**src/rtl/sequence_stats.sv**
```systemverilog
// Per-sequence statistics (count, saturating signed sum, min, max) over samples
// from the arithmetic sequence generator, reported through a valid/ready handshake.
module sequence_stats #(
  parameter int DATA_W = 32,
  parameter int SUM_W  = 48,
  parameter int CNT_W  = 16
) (
  input  logic              clk,
  input  logic              rst,
  input  logic              clear,
  input  logic              seq_valid,
  input  logic [DATA_W-1:0] seq_value,
  input  logic              seq_done,
  output logic              stats_valid,
  input  logic              stats_ready,
  output logic [CNT_W-1:0]  stats_count,
  output logic [SUM_W-1:0]  stats_sum,
  output logic [DATA_W-1:0] stats_min,
  output logic [DATA_W-1:0] stats_max,
  output logic              stats_empty,
  output logic              sum_ovf,
  output logic              cnt_ovf,
  output logic              overrun
);

  typedef enum logic [1:0] {IDLE, COLLECT, REPORT} state_t;

  localparam logic [SUM_W-1:0] SUM_MAX = {1'b0, {(SUM_W-1){1'b1}}};
  localparam logic [SUM_W-1:0] SUM_MIN = {1'b1, {(SUM_W-1){1'b0}}};

  state_t                  state;
  logic                    done_q;
  logic                    done_rise;
  logic                    cnt_full;
  logic                    sum_clip;
  logic                    new_min;
  logic                    new_max;
  logic signed [SUM_W:0]   samp_ext;
  logic signed [SUM_W:0]   sum_wide;
  logic        [SUM_W-1:0] sum_next;

  // One guard bit above SUM_W exposes signed overflow as a mismatch of the top two bits.
  always_comb begin
    done_rise = seq_done & ~done_q;
    cnt_full  = (stats_count == '1);
    samp_ext  = (SUM_W+1)'($signed(seq_value));
    sum_wide  = $signed({stats_sum[SUM_W-1], stats_sum}) + samp_ext;
    sum_clip  = sum_wide[SUM_W] ^ sum_wide[SUM_W-1];
    sum_next  = sum_wide[SUM_W-1:0];
    if (sum_clip) begin
      sum_next = sum_wide[SUM_W] ? SUM_MIN : SUM_MAX;
    end
    new_min = $signed(seq_value) < $signed(stats_min);
    new_max = $signed(seq_value) > $signed(stats_max);
  end

  always_ff @(posedge clk or posedge rst) begin
    if (rst) begin
      state       <= IDLE;
      done_q      <= 1'b0;
      stats_valid <= 1'b0;
      stats_count <= '0;
      stats_sum   <= '0;
      stats_min   <= '0;
      stats_max   <= '0;
      stats_empty <= 1'b0;
      sum_ovf     <= 1'b0;
      cnt_ovf     <= 1'b0;
      overrun     <= 1'b0;
    end else begin
      done_q  <= seq_done;
      overrun <= ~clear & (state == REPORT) & seq_valid;
      if (clear || (state == REPORT && stats_ready)) begin
        state       <= IDLE;
        stats_valid <= 1'b0;
        stats_count <= '0;
        stats_sum   <= '0;
        stats_min   <= '0;
        stats_max   <= '0;
        stats_empty <= 1'b0;
        sum_ovf     <= 1'b0;
        cnt_ovf     <= 1'b0;
      end else begin
        case (state)
          IDLE: begin
            // Stats are always zero in IDLE, so the first sample loads directly.
            if (seq_valid) begin
              stats_count <= CNT_W'(1);
              stats_sum   <= samp_ext[SUM_W-1:0];
              stats_min   <= seq_value;
              stats_max   <= seq_value;
            end
            if (done_rise) begin
              state       <= REPORT;
              stats_valid <= 1'b1;
              stats_empty <= ~seq_valid;
            end else if (seq_valid) begin
              state <= COLLECT;
            end
          end
          COLLECT: begin
            if (seq_valid) begin
              if (cnt_full) begin
                cnt_ovf <= 1'b1;
              end else begin
                stats_count <= stats_count + 1'b1;
                stats_sum   <= sum_next;
                if (sum_clip) sum_ovf <= 1'b1;
                if (new_min) stats_min <= seq_value;
                if (new_max) stats_max <= seq_value;
              end
            end
            if (done_rise) begin
              state       <= REPORT;
              stats_valid <= 1'b1;
            end
          end
          default: ;
        endcase
      end
    end
  end

endmodule
```
**config.mk**
```make
export PLATFORM = sky130hd
export DESIGN_NAME = sequence_stats
export DESIGN_NICKNAME = d
export VERILOG_FILES = /design/src/rtl/sequence_stats.sv
export SDC_FILE = /design/constraint.sdc
export NUM_CORES = 1
export LEC_CHECK = 0
export CAP_MARGIN = 0
export CORE_MARGIN = 8
export CORE_UTILIZATION = 49
export DETAILED_ROUTE_END_ITERATION = 8
export GPL_ROUTABILITY_DRIVEN = 0
export HOLD_SLACK_MARGIN = 0.1
export PLACE_DENSITY = 0.83
export SLEW_MARGIN = 15
export SYNTH_ARGS = -nofsm -noshare
export SYNTH_HDL_FRONTEND = slang
export SYNTH_SLANG_ARGS = --single-unit
```
**constraint.sdc**
```tcl
create_clock -name clk -period 9.8 [get_ports clk]
set_input_delay 0.98 -clock clk [delete_from_list [all_inputs] [get_ports clk]]
set_output_delay 0.98 -clock clk [all_outputs]
set_load 0.01 [all_outputs]
```
## Word level (Yosys, flattened, before mapping)

Cells that the tools add are included.

| storage, ports and cells | value |
|---|---|
| RAM bits | 0 |
| latch bits | 0 |
| bits of input ports | 38 |
| register bits after elaboration | 136 |
| memories kept | 0 |
| bits in read-only memories | 0 |

| cells by class | value |
|---|---|
| mux-type cells | 43 |
| eq/ne operators | 11 |
| add/sub/neg operators | 2 |
| reduce and logical (&&, ||, !) cells | 20 |
| bitwise gates (word level) | 7 |
| multiply operators | 0 |
| shift operators | 0 |
| $lt $le $gt $ge | 2 |
| div/mod/pow operators | 0 |

Operators by type and width:

| operator | number |
|---|---|
| $mux 32 | 9 |
| $mux 48 | 6 |
| $pmux 32 s2 | 2 |
| $pmux 48 s2 | 1 |
| $mux 16 | 4 |
| $add 48x32->49 | 1 |
| $gt 32x32->1 | 1 |
| $lt 32x32->1 | 1 |
| $pmux 16 s2 | 1 |
| $ne 3x3->1 const B | 6 |
| $add 16x1->16 const B | 1 |
| $eq 16x16->1 const B | 1 |
| $mux 1 | 15 |
| $reduce_bool 2->1 | 7 |
| $reduce_and 5->1 | 2 |
| $mux 2 | 4 |
| $reduce_and 4->1 | 2 |
| $reduce_and 3->1 | 2 |
| $ne 4x4->1 const B | 1 |
| $pmux 2 s2 | 1 |
| $reduce_and 2->1 | 2 |
| $and 1x1->1 | 3 |
| $not 1->1 | 3 |
| $reduce_bool 3->1 | 1 |
| 8 further kinds | 8 |

## Longest topological paths before layout

Gate-level depths: netlist (run 1).

| logic depth | value |
|---|---|
| word-level depth | 7 |
| gate-level depth with buffers | 14 |
| depth with buffers taken out | 12 |

## Worst setup path after synthesis (run 1)

OpenSTA, ideal clock, no wires.

| path | value |
|---|---|
| path kind | input to register |
| start point | in seq_value[0] |
| end point | reg stats_sum[44] |
| setup time | 0.122 ns |
| path slack | 6.132 ns |
| required time | 9.678 ns |
| stages | 12 |
| arrival | 3.547 ns |
| cells stage by stage | ha_1 > fa_1 > a211oi_1 > o21ai_1 > o2111ai_1 > a31oi_1 > or3_1 > a41oi_1 > o21bai_1 > xnor2_1 > nand2_1 > a32o_1 |

| between the ends | value |
|---|---|
| longest elaborated chain between the ends | 7 |

Ends and longest elaborated chain:

| element | line | RTL |
|---|---|---|
| start, declared | 12 | `input logic [DATA_W-1:0] seq_value,` |
| $add 48x32->49 (*) | 47 | `sum_wide = $signed({stats_sum[SUM_W-1], stats_sum}) + samp_ext;` |
| $mux 48 / $xor 1x1->1 (equally long branches) | 51, 48 |  |
| $mux 48 (*) | 50 | `if (sum_clip) begin` |
| $mux 48 (*) | 103 | `if (cnt_full) begin` |
| $mux 48 (*) | 102 | `if (seq_valid) begin` |
| $pmux 48 s2 (*) | 84 | `case (state)` |
| $mux 48 (*) | 73 | `if (clear \|\| (state == REPORT && stats_ready)) begin` |
| end signal, assigned | 89 | `stats_sum <= samp_ext[SUM_W-1:0];` |
| end signal, assigned | 107 | `stats_sum <= sum_next;` |
| end, declared | 17 | `output logic [SUM_W-1:0] stats_sum,` |

Mark *: on every way between the ends. The rest lies on a longest branch, timed or not. The select of a mux whose other input is x is not followed.
A chain may end at the register's enable or synchronous reset.

## Final worst setup path (run 1)

| path | value |
|---|---|
| start point | in seq_value[31] |
| end point | reg stats_sum[5] |

Same word-level chain as after synthesis.

==> results.ini, run 1 <==
[outcome]
status = finished, final reports clean

[power_and_ir_drop]
ir_drop_v = 0.0001268
p_leak_uw = 0.005660
power_density_nw_per_um2 = 168.1

[synthesis]
synth_area_um2 = 10220
synth_flop_cell = dfrtp_1
synth-async-reset-ratio_pct = 100.0
synth_nets = 1306
yosysWarnings = 0
synth-edff-count = 0
seq_area_frac_synth_pct = 33.29
synth-seq-cells = 136
ys_types = 70
postSynthCellCount = 1155
syn-mean-instance-area_um2 = 8.852

[timing]
finalHoldViolations = 0
skew_ps = 8.240
grt_setup_unrepaired = no
slew_violations = 0
min_period_over_period_pct = 51.85
slew_headroom_pct = 26.86
fmax_mhz = 196.8
worstMarginPinSlew_ps = 1094
final.setup.tns_ps = 0
fin_crit_ps = 5081
setup_viol = 0

[layout]
area_delta_synth_final_pct = 24.43
area.sequential_um2 = 3403
finalNetCount = 1458
final_area_um2 = 12720
diodes = 0
layout_common_cells = 170 x clkdlybuf4s50_1, 136 x dfrtp_1, 128 x nand2_1
multi_input_area_um2 = 6304
final_common_cell = clkdlybuf4s50_1
fillers = 1710
drive_gt1_share_pct = 4.628

[cts]
insertion_delay_ps = 430
cts_buffers = 17
clockBufferDepth = 2
clk_pin_slew_worst_paths_ps = 60
cts_resized = 0
cts_sinks = 136
post-cts-setup-buffers = 0
cts_root_buf = clkbuf_16
ctsHoldBuffers = 0
cts_tree = yes
cts_max_level = 4

[grt]
grt_pass1_vias = 9441
overflow = 0
track_usage_pct = 23.76
antenna_found_initial = 0
grt_pass1_wl_um = 50150
grt_max_degree = 89

[floorplanning]
rows = 53
start_util_pct = 49.26
core_area_um2 = 20760
die_area_um2 = 25740
die_y_um = 160.4
die_w_um = 160.4
io_pins = 171

[run]
cap_violations = 0

[critical_path]
rrSetupSlack_ps = 5770
worstPathCellList = clkdlybuf4s50_1 -> ha_1 -> a21o_1 -> a31o_2 -> a221oi_2 -> nand2_1 -> a2bb2oi_1 -> a211oi_4 -> nor2_2 -> buf_4 -> a21oi_1 -> a22o_1
reg2reg_to = stats_sum[46]$_DFFE_PP0P_
critical_path.max_stage_delay_ps = 990
reg2reg_from = stats_sum[0]$_DFFE_PP0P_
cp.required_ps = 10150
crit_fanout = 26
end_kind = register
start_kind = primary input
arrival_ps = 5440
crit_slowest_cell = clkdlybuf4s50_1
path_class = primary input to register
reg2reg_depth = 13

[drt]
route.antenna.remaining_nets = 0
via_count = 9652
first_pass_iters = 5
avgRoutedWirePerCell_um = 19.38
drt-vias-per-instance = 6.059
totalWireLength_um = 30870
drtIter0Drc = 959
drc_errors = 0

[worst_hold_path]
hold_path_end = sum_ovf$_DFFE_PP0P_
worstHoldPathCells = 1
min-delay-start = sum_ovf$_DFFE_PP0P_
hold_path_class = register to register

[place]
hpwl_um = 22750
portBuffers = 170
place_area_um2 = 12130

-- cell families after synthesis --
group / synth area share, %
muxes: 3.451
adders and majority gates: 13.90
DFF: 33.29
AOI/OAI and AO/OA: 23.84
and+or+nand+nor: 15.69
xor gates and xnor gates: 4.540
buffers and inverters: 5.287
-- how the worst max path moves through the flow --
stage                  startpoint                         to  slack [ps]  depth (start not counted)
CTS                 seq_value[31]   stats_sum[5]$_DFFE_PP0P_        4860                         12
global route        seq_value[31]   stats_sum[5]$_DFFE_PP0P_        4580                         12
finish              seq_value[31]   stats_sum[5]$_DFFE_PP0P_        4720                         12
detailed placement  seq_value[31]   stats_sum[5]$_DFFE_PP0P_        4480                         12
floorplan                     rst        cnt_ovf$_DFFE_PP0P_        5180                          1
global placement    seq_value[31]  stats_sum[38]$_DFFE_PP0P_        4660                         11
-- where the power goes --
part | switching [uW] | leakage (uW) | internal (uW)
Combinational | 454 | 0.00359 | 356
Sequential | 52.9 | 0.00178 | 620
Clock | 252 | 0.000282 | 405
-- layer usage --
metal  wire, um  global-route usage, %  part of all wire, %  up-vias
li1           -                      -                    -     4523
met1      13190                  30.13                   43     4653
met2      14490                  39.05                   47      407
met3       1999                  4.428                  6.5       69
met4       1192                  10.03                  3.9        0
met5          0                      0                    0        -
-- metrics by stage --
step                total power (uW)  setup slack, ps  instances  hold slack [ps]  utilization, %
floorplan                       1189             5181       1155            499.0               -
global placement                1453             4659       1563            474.5           58.44
detailed placement              1473             4479       1563            483.0           58.44
CTS                             2136             4863       1593            495.9           61.29
global route                    2257             4582       1593            531.6           61.29
finish                          2139             4719       1593            493.6           61.29
-- state kept, by name (all words and copies together) (netlist names) --
name,flops
cnt_ovf,1
done_q,1
overrun,1
state,2
stats_count,16
stats_empty,1
stats_max,32
stats_min,32
stats_sum,48
stats_valid,1
sum_ovf,1
-- cell type report --
| type | count | share of cell area (%) |
|---|---|---|
| Clock buffer | 19 | 3.482 |
| Clock inverter | 11 | 1.170 |
| Inverter | 81 | 2.429 |
| Multi-Input combinational cell | 892 | 49.55 |
| Sequential cell | 136 | 26.75 |
| Tap cell | 275 | 2.705 |
| Timing Repair Buffer | 179 | 13.91 |
-- synthesized netlist by cell type (all sizes together) (9+ instances only) --
library cell | count | area [um^2]
nor3 | 26 | 135.1
a22o | 52 | 455.4
a31oi | 19 | 125.1
o21bai | 9 | 67.56
clkbuf | 26 | 97.59
nand4 | 19 | 118.9
inv | 81 | 304.0
a32o | 14 | 140.1
o41ai | 9 | 86.34
o21ai | 53 | 265.3
xnor2 | 32 | 280.3
a21oi | 97 | 523.0
nor2 | 81 | 314.0
dfrtp | 136 | 3403
and3 | 11 | 68.82
buf | 20 | 138.9
nand2 | 128 | 480.5
nor2b | 11 | 68.82
mux2i | 33 | 330.3
xor2 | 21 | 183.9
ha | 112 | 1401
a21o | 41 | 307.8
nand3 | 23 | 115.1
nand2b | 10 | 62.56
-- critical path: cells and delay by family --
family          cells  cell delay (ps)
compound gates      7             2150
fa+ha+maj           1              710
buf+inv             2             1300
simple gates        2              280
Note: power is estimated with default switching activity, not from simulation.
==> run 2: changes to the inputs <==
clock period = 5 ns   (was 9.8 ns; I/O delays follow)
==> results.ini, run 2 (same netlist as run 1, synthesis figures left out) <==
[layout]
layout_common_cells = 170 x clkdlybuf4s50_1, 136 x dfrtp_1, 128 x nand2_1
diodes = 0
regMostFlops = stats_sum
area.sequential_um2 = 3403
largest_reg_flops = 48
top_regs = stats_sum: 48 flops, stats_max: 32 flops, stats_min: 32 flops
drive_gt1_share_pct = 5.913
stdcell_count = 1611
final_common_cell = clkdlybuf4s50_1
multi_input_area_um2 = 6304
finalNetCount = 1474
fillers = 1732
area_delta_synth_final_pct = 26.31

[timing]
worstMarginPinSlew_ps = 882.5
setup_viol = 0
fin_crit_ps = 4115
grt_setup_unrepaired = no
slew_violations = 0
min_period_over_period_pct = 82.30
final.setup.tns_ps = 0
fmax_mhz = 243.0
skew_ps = 6.697
finalHoldViolations = 0
timing.hold.ws_ps = 487.9
postLayoutSetupSlackWorst_ps = 884.9
slew_headroom_pct = 41.04

[critical_path]
rrSetupSlack_ps = 1270
crit_fanout = 15
start_kind = primary input
cp.required_ps = 5340
path_class = primary input to register
reg2reg_depth = 14
end_kind = register
reg2reg_from = stats_sum[0]$_DFFE_PP0P_
arrival_ps = 4460
reg2reg_to = stats_sum[46]$_DFFE_PP0P_

[drt]
drc_errors = 0
avgRoutedWirePerCell_um = 19.38
route.antenna.remaining_nets = 0
totalWireLength_um = 31220
drtIter0Drc = 860
via_count = 9767
first_pass_iters = 7
drt-vias-per-instance = 6.063

[grt]
grt_max_degree = 52
overflow = 0
grt_pass1_vias = 9700
track_usage_pct = 24.05
antenna_found_initial = 0
grt-busiest-layer = met2
grt_util_met2_pct = 39.99
met1_usage_pct = 29.73
met3_usage_pct = 5.042
grt_pass1_wl_um = 51180

[floorplanning]
io_pins = 171
rows = 53
die_area_um2 = 25740
core_area_um2 = 20760
die_y_um = 160.4
die_w_um = 160.4
start_util_pct = 49.26

[power_and_ir_drop]
ir_drop_v = 0.0002204
p_leak_uw = 0.005776
internal-power_uw = 2801
seqPwrFrac_pct = 30.7
p_sw_share_pct = 34.83
power_density_nw_per_um2 = 332.8
pwr-share-comb_pct = 37.3
switchingPower_uw = 1497
clock_power_share_pct = 32.0

[place]
portBuffers = 170
post-place-ws_ps = 607.5
hpwl_um = 23590
dp_cells = 1579

[run]
cap_violations = 0

[cts]
cts_root_buf = clkbuf_16
cts_sinks = 136
post-cts-setup-buffers = 0
cts_buffers = 17
clockBufferDepth = 2
cts_resized = 0
clk_pin_slew_worst_paths_ps = 60
cts_max_level = 4
insertion_delay_ps = 420
ctsHoldBuffers = 0
cts_tree = yes

[outcome]
status = finished, final reports clean

[worst_hold_path]
hold_path_class = primary input to async pin

[run 2: worst max-delay path by stage]
stage | from | end | slack, ps | depth (start not counted)
5_1_grt | seq_value[31] | stats_sum[25]$_DFFE_PP0P_ | 720 | 12
2_1_floorplan | rst | cnt_ovf$_DFFE_PP0P_ | 860 | 1
6_report | seq_value[31] | stats_sum[41]$_DFFE_PP0P_ | 880 | 11
3_5_place_dp | seq_value[31] | stats_sum[41]$_DFFE_PP0P_ | 610 | 11
3_3_place_gp | seq_value[31] | stats_sum[36]$_DFFE_PP0P_ | 720 | 13
4_1_cts | seq_value[31] | stats_sum[41]$_DFFE_PP0P_ | 980 | 11
[run 2: cell type report]
type                    count  share of cell area (%)
flip-flops and latches    136                   26.35
well taps                 275                   2.664
repair buffers            195                   14.82
clock buffers              21                   3.643
inverters                  81                   2.393
clock inverters            11                   1.308
multi-input cells         892                   48.81
[run 2: power groups by stage]
stage	clock network (uW)	registers (uW)	logic (uW)
after floorplan	0	1360	968
after global placement	0	1330	1530
after detailed placement	0	1330	1570
after CTS	1390	1320	1590
after global routing	1430	1330	1750
final	1370	1320	1600
[run 2: worst max-delay path: stages]
cell and delay, ps:
clkdlybuf4s50_1 780, ha_1 620, a21o_1 240, a31o_2 240, a221oi_2 540, nand2_1 110, a2bb2oi_1 180, a211oi_4 580
and4b_1 270, mux2_2 250, a21oi_1 130
[run 2: per-layer routing]
layer / wire length (um) / vias up
li1: - / 4559
met1: 12990 / 4670
met2: 14830 / 447
met3: 2227 / 91
met4: 1175 / 0
met5: 0 / -
[run 2: metrics by stage]
stage | utilization (%) | instance area [um^2] | total power, uW
after floorplan | - | 10220 | 2331
after global placement | 59.14 | 12270 | 2865
after detailed placement | 59.14 | 12270 | 2909
after CTS | 62.22 | 12910 | 4295
after global routing | 62.22 | 12910 | 4521
final | 62.22 | 12910 | 4298
==> run 3: changes to the inputs <==
PLACE_DENSITY = 0.86   (was 0.83)
clock period = 3.4 ns   (was 5 ns; I/O delays follow)
==> results.ini, run 3 (same netlist as run 1, synthesis figures left out) <==
[critical_path]
worstPathCellList = clkdlybuf4s50_1 -> buf_12 -> ha_1 -> a21oi_1 -> o21ai_0 -> nor3_1 -> o21ai_0 -> a221o_1 -> o21bai_1 -> or2_4 -> a21oi_4 -> nor2_4 -> buf_12 -> a32o_1
reg2reg_depth = 14
start_kind = primary input
arrival_ps = 3560
crit_path_start = seq_value[31]
reg2reg_to = stats_sum[41]$_DFFE_PP0P_
worstSetupEndpoint = stats_sum[44]$_DFFE_PP0P_
reg2reg_from = stats_sum[0]$_DFFE_PP0P_
crit_fanout = 15
cp.required_ps = 3720
cp_num_cells = 14
crit_family = compound AO/OA/AOI/OAI gates
end_kind = register
path_class = primary input to register
crit_slowest_cell = clkdlybuf4s50_1
rrSetupSlack_ps = 170
cp_num_buf_inv = 3
critical_path.max_stage_delay_ps = 440

[layout]
area_delta_synth_final_pct = 40.12
drive_gt1_share_pct = 17.24
stdcell_count = 1783
fin_util_pct = 69.02
final_area_um2 = 14330
regMostFlops = stats_sum
layout_common_cells = 186 x buf_4, 169 x clkdlybuf4s50_1, 136 x dfrtp_1
multi_input_area_um2 = 6345
final_common_cell = buf_4
top_regs = stats_sum: 48 flops, stats_max: 32 flops, stats_min: 32 flops
fillers = 1479
diodes = 0
finalNetCount = 1646
largest_reg_flops = 48
area.sequential_um2 = 3403

[floorplanning]
die_y_um = 160.4
io_pins = 171
rows = 53
die_area_um2 = 25740
die_w_um = 160.4
core_area_um2 = 20760
start_util_pct = 49.26

[timing]
slew_headroom_pct = 55.35
finalHoldViolations = 0
slew_violations = 0
skew_ps = 8.349
grt_setup_unrepaired = no
setup_viol = 0
postLayoutSetupSlackWorst_ps = 156.0
fin_crit_ps = 3244
worstMarginPinSlew_ps = 668.4
fmax_mhz = 308.3
min_period_over_period_pct = 95.41
timing.hold.ws_ps = 323.1

[power_and_ir_drop]
ir_drop_v = 0.0003827
internal-power_uw = 4368
power_density_nw_per_um2 = 475.2
p_sw_share_pct = 35.84
seqPwrFrac_pct = 28.6
switchingPower_uw = 2440
p_leak_uw = 0.006620
clock_power_share_pct = 29.2
pwr-share-comb_pct = 42.2

[grt]
overflow = 0
grt_pass1_vias = 11314
grt_max_degree = 59
grt_pass1_wl_um = 58050
antenna_found_initial = 0
track_usage_pct = 27.49

[drt]
drtIter0Drc = 1082
totalWireLength_um = 35800
first_pass_iters = 6
drt-vias-per-instance = 6.123
avgRoutedWirePerCell_um = 20.08
drc_errors = 0
via_count = 10917
route.antenna.remaining_nets = 0

[cts]
cts_root_buf = clkbuf_16
clk_pin_slew_worst_paths_ps = 60
cts_max_level = 4
cts_sinks = 136
cts_tree = yes
clockBufferDepth = 2
post-cts-setup-buffers = 0
cts_buffers = 17
insertion_delay_ps = 440

[place]
hpwl_um = 26560
dp_cells = 1751
place_area_um2 = 13660
post-place-ws_ps = -353.9
portBuffers = 170

[outcome]
status = finished, final reports clean

[worst_hold_path]
hold_path_class = primary input to register

[run]
cap_violations = 0

[run 3: per-layer routing]
| metal | part of all wire [%] | vias up | global-route usage [%] |
|---|---|---|---|
| met5 | 0 | - | 0 |
| met4 | 6.5 | 0 | 18.48 |
| met3 | 8.2 | 174 | 6.578 |
| met2 | 47 | 616 | 45.49 |
| met1 | 38 | 5218 | 31.13 |
| li1 | - | 4909 | - |
[run 3: how the worst min path moves through the flow]
stage                                      startpoint                     endpoint  slack, ps  cells past startpoint
final                                    seq_value[0]     stats_min[0]$_DFFE_PP0P_        320                      2
after global routing                     seq_value[0]     stats_min[0]$_DFFE_PP0P_        330                      2
after CTS                                         rst      stats_valid$_DFFE_PP0P_        370                      2
after detailed placement  stats_count[14]$_DFFE_PP0P_  stats_count[14]$_DFFE_PP0P_        510                      1
after global placement      stats_sum[17]$_DFFE_PP0P_    stats_sum[17]$_DFFE_PP0P_        490                      2
after floorplan                              seq_done             done_q$_DFF_PP0_        370                      0
[run 3: layout make-up]
type	count	share of cell area, %
Clock inverter	13	1.188
Clock buffer	19	3.092
Multi-Input combinational cell	892	44.29
Sequential cell	136	23.76
Timing Repair Buffer	367	23.12
Tap cell	275	2.402
Inverter	81	2.149
[run 3: per-stage QoR]
step	setup TNS [ps]	power (uW)
after floorplan	0	3428
after global placement	-10920	4633
after detailed placement	-20980	4737
after CTS	-8.474	6745
after global routing	0	7109
final	0	6807
[run 3: power by group through the flow]
stage          clock (uW)  combinational, uW  sequential, uW
2_1_floorplan           0               1420            2000
3_3_place_gp            0               2670            1960
3_5_place_dp            0               2770            1970
4_1_cts              1980               2830            1940
5_1_grt              2050               3100            1960
6_report             1990               2880            1950
[run 3: worst register-to-register path, cell delays in order, from the launching register on]
cell       delay [ps]
dfrtp_1           410
ha_2              210
fa_2              370
a211oi_2          250
o21ai_1           130
o2111ai_1         220
buf_4             170
a31oi_1           100
nor2_1            210
a2bb2oi_2         220
a211oi_4           50
buf_4             200
nor4b_1           320
mux2_2            230
a21oi_1            40
[run 3: repair_timing]
action / CTS / global route
hold buffers: 0 / 0
gates resized for setup: 3 / 9
setup endpoints to repair: 16 / 45
